**src/rtl/image_pass_scheduler_pkg.sv**
```systemverilog
// Shared definitions for the image pass scheduler and the image datapath.
//   pass_kind_e     : scheduler state, doubles as the pass_kind output code
//   SCAN_W          : width of the hcount/vcount scan counters
//   BLOB_COUNT_W    : width of the per-frame blob pass counter
//   blob_count_inc  : saturating increment for the blob pass counter
package image_pass_scheduler_pkg;

    typedef enum logic [2:0] {
        PASS_IDLE   = 3'd0,
        PASS_LOAD   = 3'd1,
        PASS_ERODE  = 3'd2,
        PASS_DILATE = 3'd3,
        PASS_BLOB   = 3'd4
    } pass_kind_e;

    localparam int SCAN_W       = 10;
    localparam int BLOB_COUNT_W = 6;

    localparam logic [BLOB_COUNT_W-1:0] BLOB_COUNT_MAX = '1;

    function automatic logic [BLOB_COUNT_W-1:0] blob_count_inc(
        input logic [BLOB_COUNT_W-1:0] value
    );
        return (value == BLOB_COUNT_MAX) ? value : value + BLOB_COUNT_W'(1);
    endfunction

endpackage

```
**src/rtl/image_pass_scheduler_pixel_scan_counter.sv**
```systemverilog
// Raster scan counter for one image pass.
//   clock, reset_n : clock and asynchronous active-low reset
//   enable         : advance one pixel per cycle while high, hold otherwise
//   hcount, vcount : current pixel column / row, hcount runs fastest
//   last           : high on pixel (HSIZE-1, VSIZE-1) while enabled; the
//                    counters wrap to (0,0) on the following cycle
module pixel_scan_counter
    import image_pass_scheduler_pkg::*;
#(
    parameter int HSIZE = 512,
    parameter int VSIZE = 424
) (
    input  logic              clock,
    input  logic              reset_n,
    input  logic              enable,
    output logic [SCAN_W-1:0] hcount,
    output logic [SCAN_W-1:0] vcount,
    output logic              last
);

    localparam logic [SCAN_W-1:0] H_LAST = SCAN_W'(HSIZE - 1);
    localparam logic [SCAN_W-1:0] V_LAST = SCAN_W'(VSIZE - 1);

    logic [SCAN_W-1:0] hcount_q, hcount_d;
    logic [SCAN_W-1:0] vcount_q, vcount_d;
    logic              h_last;

    always_comb begin
        h_last   = (hcount_q == H_LAST);
        last     = enable && h_last && (vcount_q == V_LAST);
        hcount_d = hcount_q;
        vcount_d = vcount_q;
        if (enable) begin
            if (h_last) begin
                hcount_d = '0;
                // Wrapping at the frame end leaves the counters at (0,0),
                // ready for the next pass or for IDLE without a clear cycle.
                vcount_d = last ? '0 : vcount_q + SCAN_W'(1);
            end else begin
                hcount_d = hcount_q + SCAN_W'(1);
            end
        end
    end

    always_ff @(posedge clock or negedge reset_n) begin
        if (!reset_n) begin
            hcount_q <= '0;
            vcount_q <= '0;
        end else begin
            hcount_q <= hcount_d;
            vcount_q <= vcount_d;
        end
    end

    assign hcount = hcount_q;
    assign vcount = vcount_q;

endmodule

```
**src/rtl/image_pass_scheduler.sv**
```systemverilog
// Sequences the image passes for one camera frame:
// LOAD -> ERODE -> DILATE -> BLOB (BLOB repeated until a blob is confirmed
// or MAX_BLOB_PASSES is reached), then reports the touch verdict.
//   clock, reset_n         : clock and asynchronous active-low reset
//   frame_available        : one-cycle pulse, a new frame is present
//   blob_valid             : datapath verdict, sampled on the last BLOB pixel
//   pass_kind              : current pass (pass_kind_e encoding)
//   hcount, vcount         : current pixel column / row
//   pass_start, pass_done  : first / last pixel cycle of a pass
//   busy                   : any pass in progress
//   blob_count             : BLOB passes completed in the current frame
//   touch, touch_ready     : frame verdict and its one-cycle update strobe
//   frame_dropped          : one-cycle pulse, a frame request was discarded
module image_pass_scheduler
    import image_pass_scheduler_pkg::*;
#(
    parameter int HSIZE           = 512,
    parameter int VSIZE           = 424,
    parameter int MAX_BLOB_PASSES = 20
) (
    input  logic                    clock,
    input  logic                    reset_n,
    input  logic                    frame_available,
    input  logic                    blob_valid,
    output logic [2:0]              pass_kind,
    output logic [SCAN_W-1:0]       hcount,
    output logic [SCAN_W-1:0]       vcount,
    output logic                    pass_start,
    output logic                    pass_done,
    output logic                    busy,
    output logic [BLOB_COUNT_W-1:0] blob_count,
    output logic                    touch,
    output logic                    touch_ready,
    output logic                    frame_dropped
);

    pass_kind_e                state_q, state_d;
    logic                      pending_q, pending_d;
    logic [BLOB_COUNT_W-1:0]   blob_count_q, blob_count_d;
    logic                      touch_q, touch_d;
    logic                      touch_ready_q, touch_ready_d;
    logic [BLOB_COUNT_W-1:0]   blob_inc;
    logic                      scan_last;

    pixel_scan_counter #(
        .HSIZE (HSIZE),
        .VSIZE (VSIZE)
    ) u_scan (
        .clock   (clock),
        .reset_n (reset_n),
        .enable  (busy),
        .hcount  (hcount),
        .vcount  (vcount),
        .last    (scan_last)
    );

    assign busy = (state_q != PASS_IDLE);

    always_comb begin
        state_d       = state_q;
        pending_d     = pending_q;
        blob_count_d  = blob_count_q;
        touch_d       = touch_q;
        touch_ready_d = 1'b0;
        frame_dropped = 1'b0;
        blob_inc      = blob_count_inc(blob_count_q);

        // Requests arriving mid-frame are queued one deep; a second one is lost.
        if (busy && frame_available) begin
            if (pending_q) begin
                frame_dropped = 1'b1;
            end else begin
                pending_d = 1'b1;
            end
        end

        case (state_q)
            PASS_IDLE: begin
                if (frame_available || pending_q) begin
                    state_d      = PASS_LOAD;
                    pending_d    = 1'b0;
                    blob_count_d = '0;
                end
            end
            PASS_LOAD: begin
                if (scan_last) state_d = PASS_ERODE;
            end
            PASS_ERODE: begin
                if (scan_last) state_d = PASS_DILATE;
            end
            PASS_DILATE: begin
                if (scan_last) state_d = PASS_BLOB;
            end
            PASS_BLOB: begin
                if (scan_last) begin
                    blob_count_d = blob_inc;
                    if (blob_valid) begin
                        touch_d       = 1'b1;
                        touch_ready_d = 1'b1;
                        state_d       = PASS_IDLE;
                    end else if (int'(blob_inc) >= MAX_BLOB_PASSES) begin
                        touch_d       = 1'b0;
                        touch_ready_d = 1'b1;
                        state_d       = PASS_IDLE;
                    end
                    // Otherwise stay in BLOB; the scan counter has already
                    // wrapped to (0,0) for the rerun.
                end
            end
            default: begin
                state_d = PASS_IDLE;
            end
        endcase
    end

    always_ff @(posedge clock or negedge reset_n) begin
        if (!reset_n) begin
            state_q       <= PASS_IDLE;
            pending_q     <= 1'b0;
            blob_count_q  <= '0;
            touch_q       <= 1'b0;
            touch_ready_q <= 1'b0;
        end else begin
            state_q       <= state_d;
            pending_q     <= pending_d;
            blob_count_q  <= blob_count_d;
            touch_q       <= touch_d;
            touch_ready_q <= touch_ready_d;
        end
    end

    assign pass_kind   = state_q;
    assign pass_start  = busy && (hcount == '0) && (vcount == '0);
    assign pass_done   = scan_last;
    assign blob_count  = blob_count_q;
    assign touch       = touch_q;
    assign touch_ready = touch_ready_q;

endmodule
```
**config.mk**
```make
export PLATFORM = sky130hd
export DESIGN_NAME = image_pass_scheduler
export DESIGN_NICKNAME = d
export VERILOG_FILES = /design/src/rtl/image_pass_scheduler_pkg.sv /design/src/rtl/image_pass_scheduler_pixel_scan_counter.sv /design/src/rtl/image_pass_scheduler.sv
export SDC_FILE = /design/constraint.sdc
export NUM_CORES = 1
export LEC_CHECK = 0
export ABC_AREA = 1
export BUFFER_PORTS_ARGS = -buffer_cell sky130_fd_sc_hd__buf_4
export CAP_MARGIN = 25
export CORE_MARGIN = 1
export CORE_UTILIZATION = 46
export DETAILED_ROUTE_END_ITERATION = 6
export PLACE_DENSITY = 0.67
export RECOVER_POWER = 100
export SLEW_MARGIN = 20
export SYNTH_ARGS = -nofsm -noshare
export SYNTH_HDL_FRONTEND = slang
export SYNTH_HIERARCHICAL = 1
export SYNTH_SLANG_ARGS = --single-unit
```
**constraint.sdc**
```tcl
create_clock -name clock -period 5.8 [get_ports clock]
set_input_delay 0.29 -clock clock [delete_from_list [all_inputs] [get_ports clock]]
set_output_delay 0.29 -clock clock [all_outputs]
set_load 0.005 [all_outputs]
```
==> key figures <==
STA
  • Final Hold Viols: 0
  • Tmin final: 2.54 ns
  • Max Freq: 0.394 GHz
  • Worst-Margin Slew: approximately 1.7 ns
  • Final worst slack: 3.26 ns
  • Final setup viols: 0
  • Max Clock Skew: 0.00505 ns
  • Setup TNS: 0 ns
  • RSZ-0062 raised after global routing: no
  • Slew margin rel.: -15.0%
  • Fin crit share: 43.8%
  • Final slew viol count: 33

Yosys
  • Post-Syn Nets: approximately 270
  • Yosys reg bits: 32
  • Synth Cell Area: 2040 µm²
  • Yosys cell types: 34
  • Mapped Avg Cell Area: between 7 and 8 µm²
  • Seq/Total Area, Yosys: 39.3%
  • Syn Inst Count: 265
  • Synth warnings: 6
  • Async SR Flop Fraction: 100%
  • Main synth FF type: dfrtp_1
  • Post-synth EDFFs: 0

Clocking
  • Clk_lat worst skew: 0.27 ns
  • CTS Buf Count: 5
  • Setup repair bufs after CTS: 0
  • # resized after CTS: 0
  • TritonCTS clock tree: done
  • Max clock buf depth: 2
  • Root buf cell: clkbuf_8
  • Clk sinks: 32
  • Worst-path clk slew: 0.06 ns
  • H-tree Lvls: 2

Setup path
  • Startpoint Class: register
  • Reg-to-Reg Start: pass_kind[0]
  • Crit Path Max Fanout: 11
  • R2R cell count: 13
  • Required time worst endpoint: 5.96 ns
  • Crit path arrival time: 2.70 ns
  • Worst Setup SP: pass_kind[0]
  • Worst setup path end: pass_kind[0]
  • Setup CP Type: register to register
  • Crit path capture type: register
  • Worst reg-to-reg setup slack: 3.26 ns
  • Worst R2R End: pass_kind[0]

Die
  • Starting Density: 49.5%
  • Die X: roughly 69 µm
  • Core Region: 4120 µm²
  • Die Y: 68.5 µm
  • Die area: 4700 µm²
  • Cell row count: 23
  • # IOs: 39

Drt
  • Vias/cell: just over 5
  • DRT antenna net count: 0
  • Post-Route WL: 4.30 mm
  • Via Count: 1833
  • Routed len/inst: between 10 and 15 µm
  • DRT Pass-1 Iters: 4
  • DRC violation count after routing: 0
  • Iter 0 DRT Violations: 104

Place
  • Dpl hpwl: 3.24 mm
  • Pre-CTS setup slack: 3.52 ns
  • # port buffers: 38
  • Inst Count DP: 352
  • Routability cong.: 0.829

Global routing
  • First-pass GRT wire length: 7.31 mm
  • Global Route Usage Sum: 20.8%
  • Gr ovfl total: 0
  • Vias in the first global route: 1662
  • Largest net degree at the start of global routing: 33
  • Number of antenna violations at the first check in global routing: 0

Power and ir drop
  • Leak Pwr: 1.22 nW
  • PwrDens: approximately 340 nW/µm²
  • IR drop worst, VDD: between 0.1 and 0.15 mV

Layout
  • Share of layout cells above drive strength 1: 20.0%
  • Layout area overhead: 17.1%
  • Post-route insts no fill: 360
  • Final antenna diode count: 0
  • Final Net Count: 317

Status
  • Failing checks: capacitance limit, slew limit
  • Status: finished with violations

Worst hold path
  • Hold Crit Class: input port to register
  • Min-Delay Startpoint: frame_available

Job
  • Count of max-cap constraint violations: 1
## critical path, stage by stage, from the launching register on
cell     delay, ns
dfrtp_1       0.40
inv_1         0.05
nand2_1       0.17
nor2_1        0.14
inv_1         0.28
nand4_1       0.31
nor2_1        0.28
inv_1         0.09
nand2_1       0.10
nand2_2       0.05
a31oi_1       0.32
nand2_2       0.11
nand2_1       0.07
nand2_1       0.05
## cell families (layout without fill, tap and decap cells)
group / after synthesis / count (layout) / synth area share (%)
buffers and inverters: 37 / 82 / 7.06
AO/OA/AOI/OAI: 24 / 24 / 7.13
flip-flops: 32 / 32 / 39.3
AND/OR/NAND/NOR: 163 / 163 / 42.1
XOR/XNOR: 6 / 6 / 2.58
adder cells (fa/ha/maj): 3 / 3 / 1.84
## worst min path at each step
stage               cells past startpoint               end  slack, ns
floorplan                               0     blob_count[0]     -0.006
global placement                        1  u_scan/hcount[4]       0.25
detailed placement                      1  u_scan/hcount[4]       0.25
CTS                                     3         pending_q       0.32
global route                            3         pending_q       0.35
finish                                  3         pending_q       0.32
## Yosys cell counts, drive strengths merged, types with 2 or more instances
| master | number | share of area, % |
|---|---|---|
| nand3 | 26 | 7.7 |
| o22ai | 2 | 0.61 |
| nor3 | 4 | 0.98 |
| nand3b | 2 | 1.4 |
| xnor2 | 2 | 0.86 |
| inv | 34 | 6.3 |
| a21oi | 8 | 2.0 |
| dfrtp | 32 | 39 |
| o21ai | 11 | 2.7 |
| ha | 3 | 1.8 |
| nand4 | 9 | 3.7 |
| nor2 | 42 | 11 |
| nor4 | 2 | 0.61 |
| clkinv | 2 | 0.43 |
| xor2 | 4 | 1.7 |
| nand2 | 76 | 16 |
## report_power, final
part	switching (W)	internal [W]	total, W
Combinational	0.000172	0.000130	0.000303
Clock	0.0000795	0.000106	0.000185
Sequential	0.0000611	0.000268	0.000329
## cells in the final DEF, fill, tap and decap left out, drive strengths merged
cell type,n
a21oi,8
a22o,1
a31oi,1
buf,3
clkbuf,42
clkinv,2
dfrtp,32
dlygate4sd3,1
ha,3
inv,34
nand2,76
nand3,26
nand3b,2
nand4,9
nor2,42
nor3,4
nor3b,1
nor4,2
o21ai,11
o21bai,1
o22ai,2
or2,1
xnor2,2
xor2,4
## routing by layer
layer	GRT usage, %	vias to the layer above	wire, µm
met5	0	-	0
met4	5.99	0	20
met3	3.62	2	172
met2	33.0	40	1940
met1	28.8	843	2160
li1	-	948	-
## timing repair
action / CTS / global route
hold buffers: 1 / 0
setup endpoints to repair: 0 / 0
hold endpoints to repair: 32 / 0
## stage by stage
stage	power (W)	hold slack [ns]	util [%]	instance area [µm²]
after global placement	0.000684	0.254	57.8	2380
after detailed placement	0.000687	0.253	57.8	2380
after floorplan	0.000569	-0.00559	-	2040
final	0.000817	0.321	58.0	2380
after CTS	0.000875	0.316	60.4	2480
after global routing	0.000890	0.347	58.0	2380
## registers in the layout, indices dropped and copies added (netlist names)
name           cells
touch              1
pass_kind          3
blob_count         6
touch_ready        1
pending_q          1
u_scan/hcount     10
u_scan/vcount     10
## final cells by class
cell class / instances / area, µm²
Fill cell: 392 / 1730
Inverter: 36 / 136
Clock buffer: 7 / 96.3
Multi-Input combinational cell: 196 / 1000
Timing Repair Buffer: 39 / 288
Sequential cell: 32 / 801
Tap cell: 50 / 62.6
(Power assumes the default switching activity.)
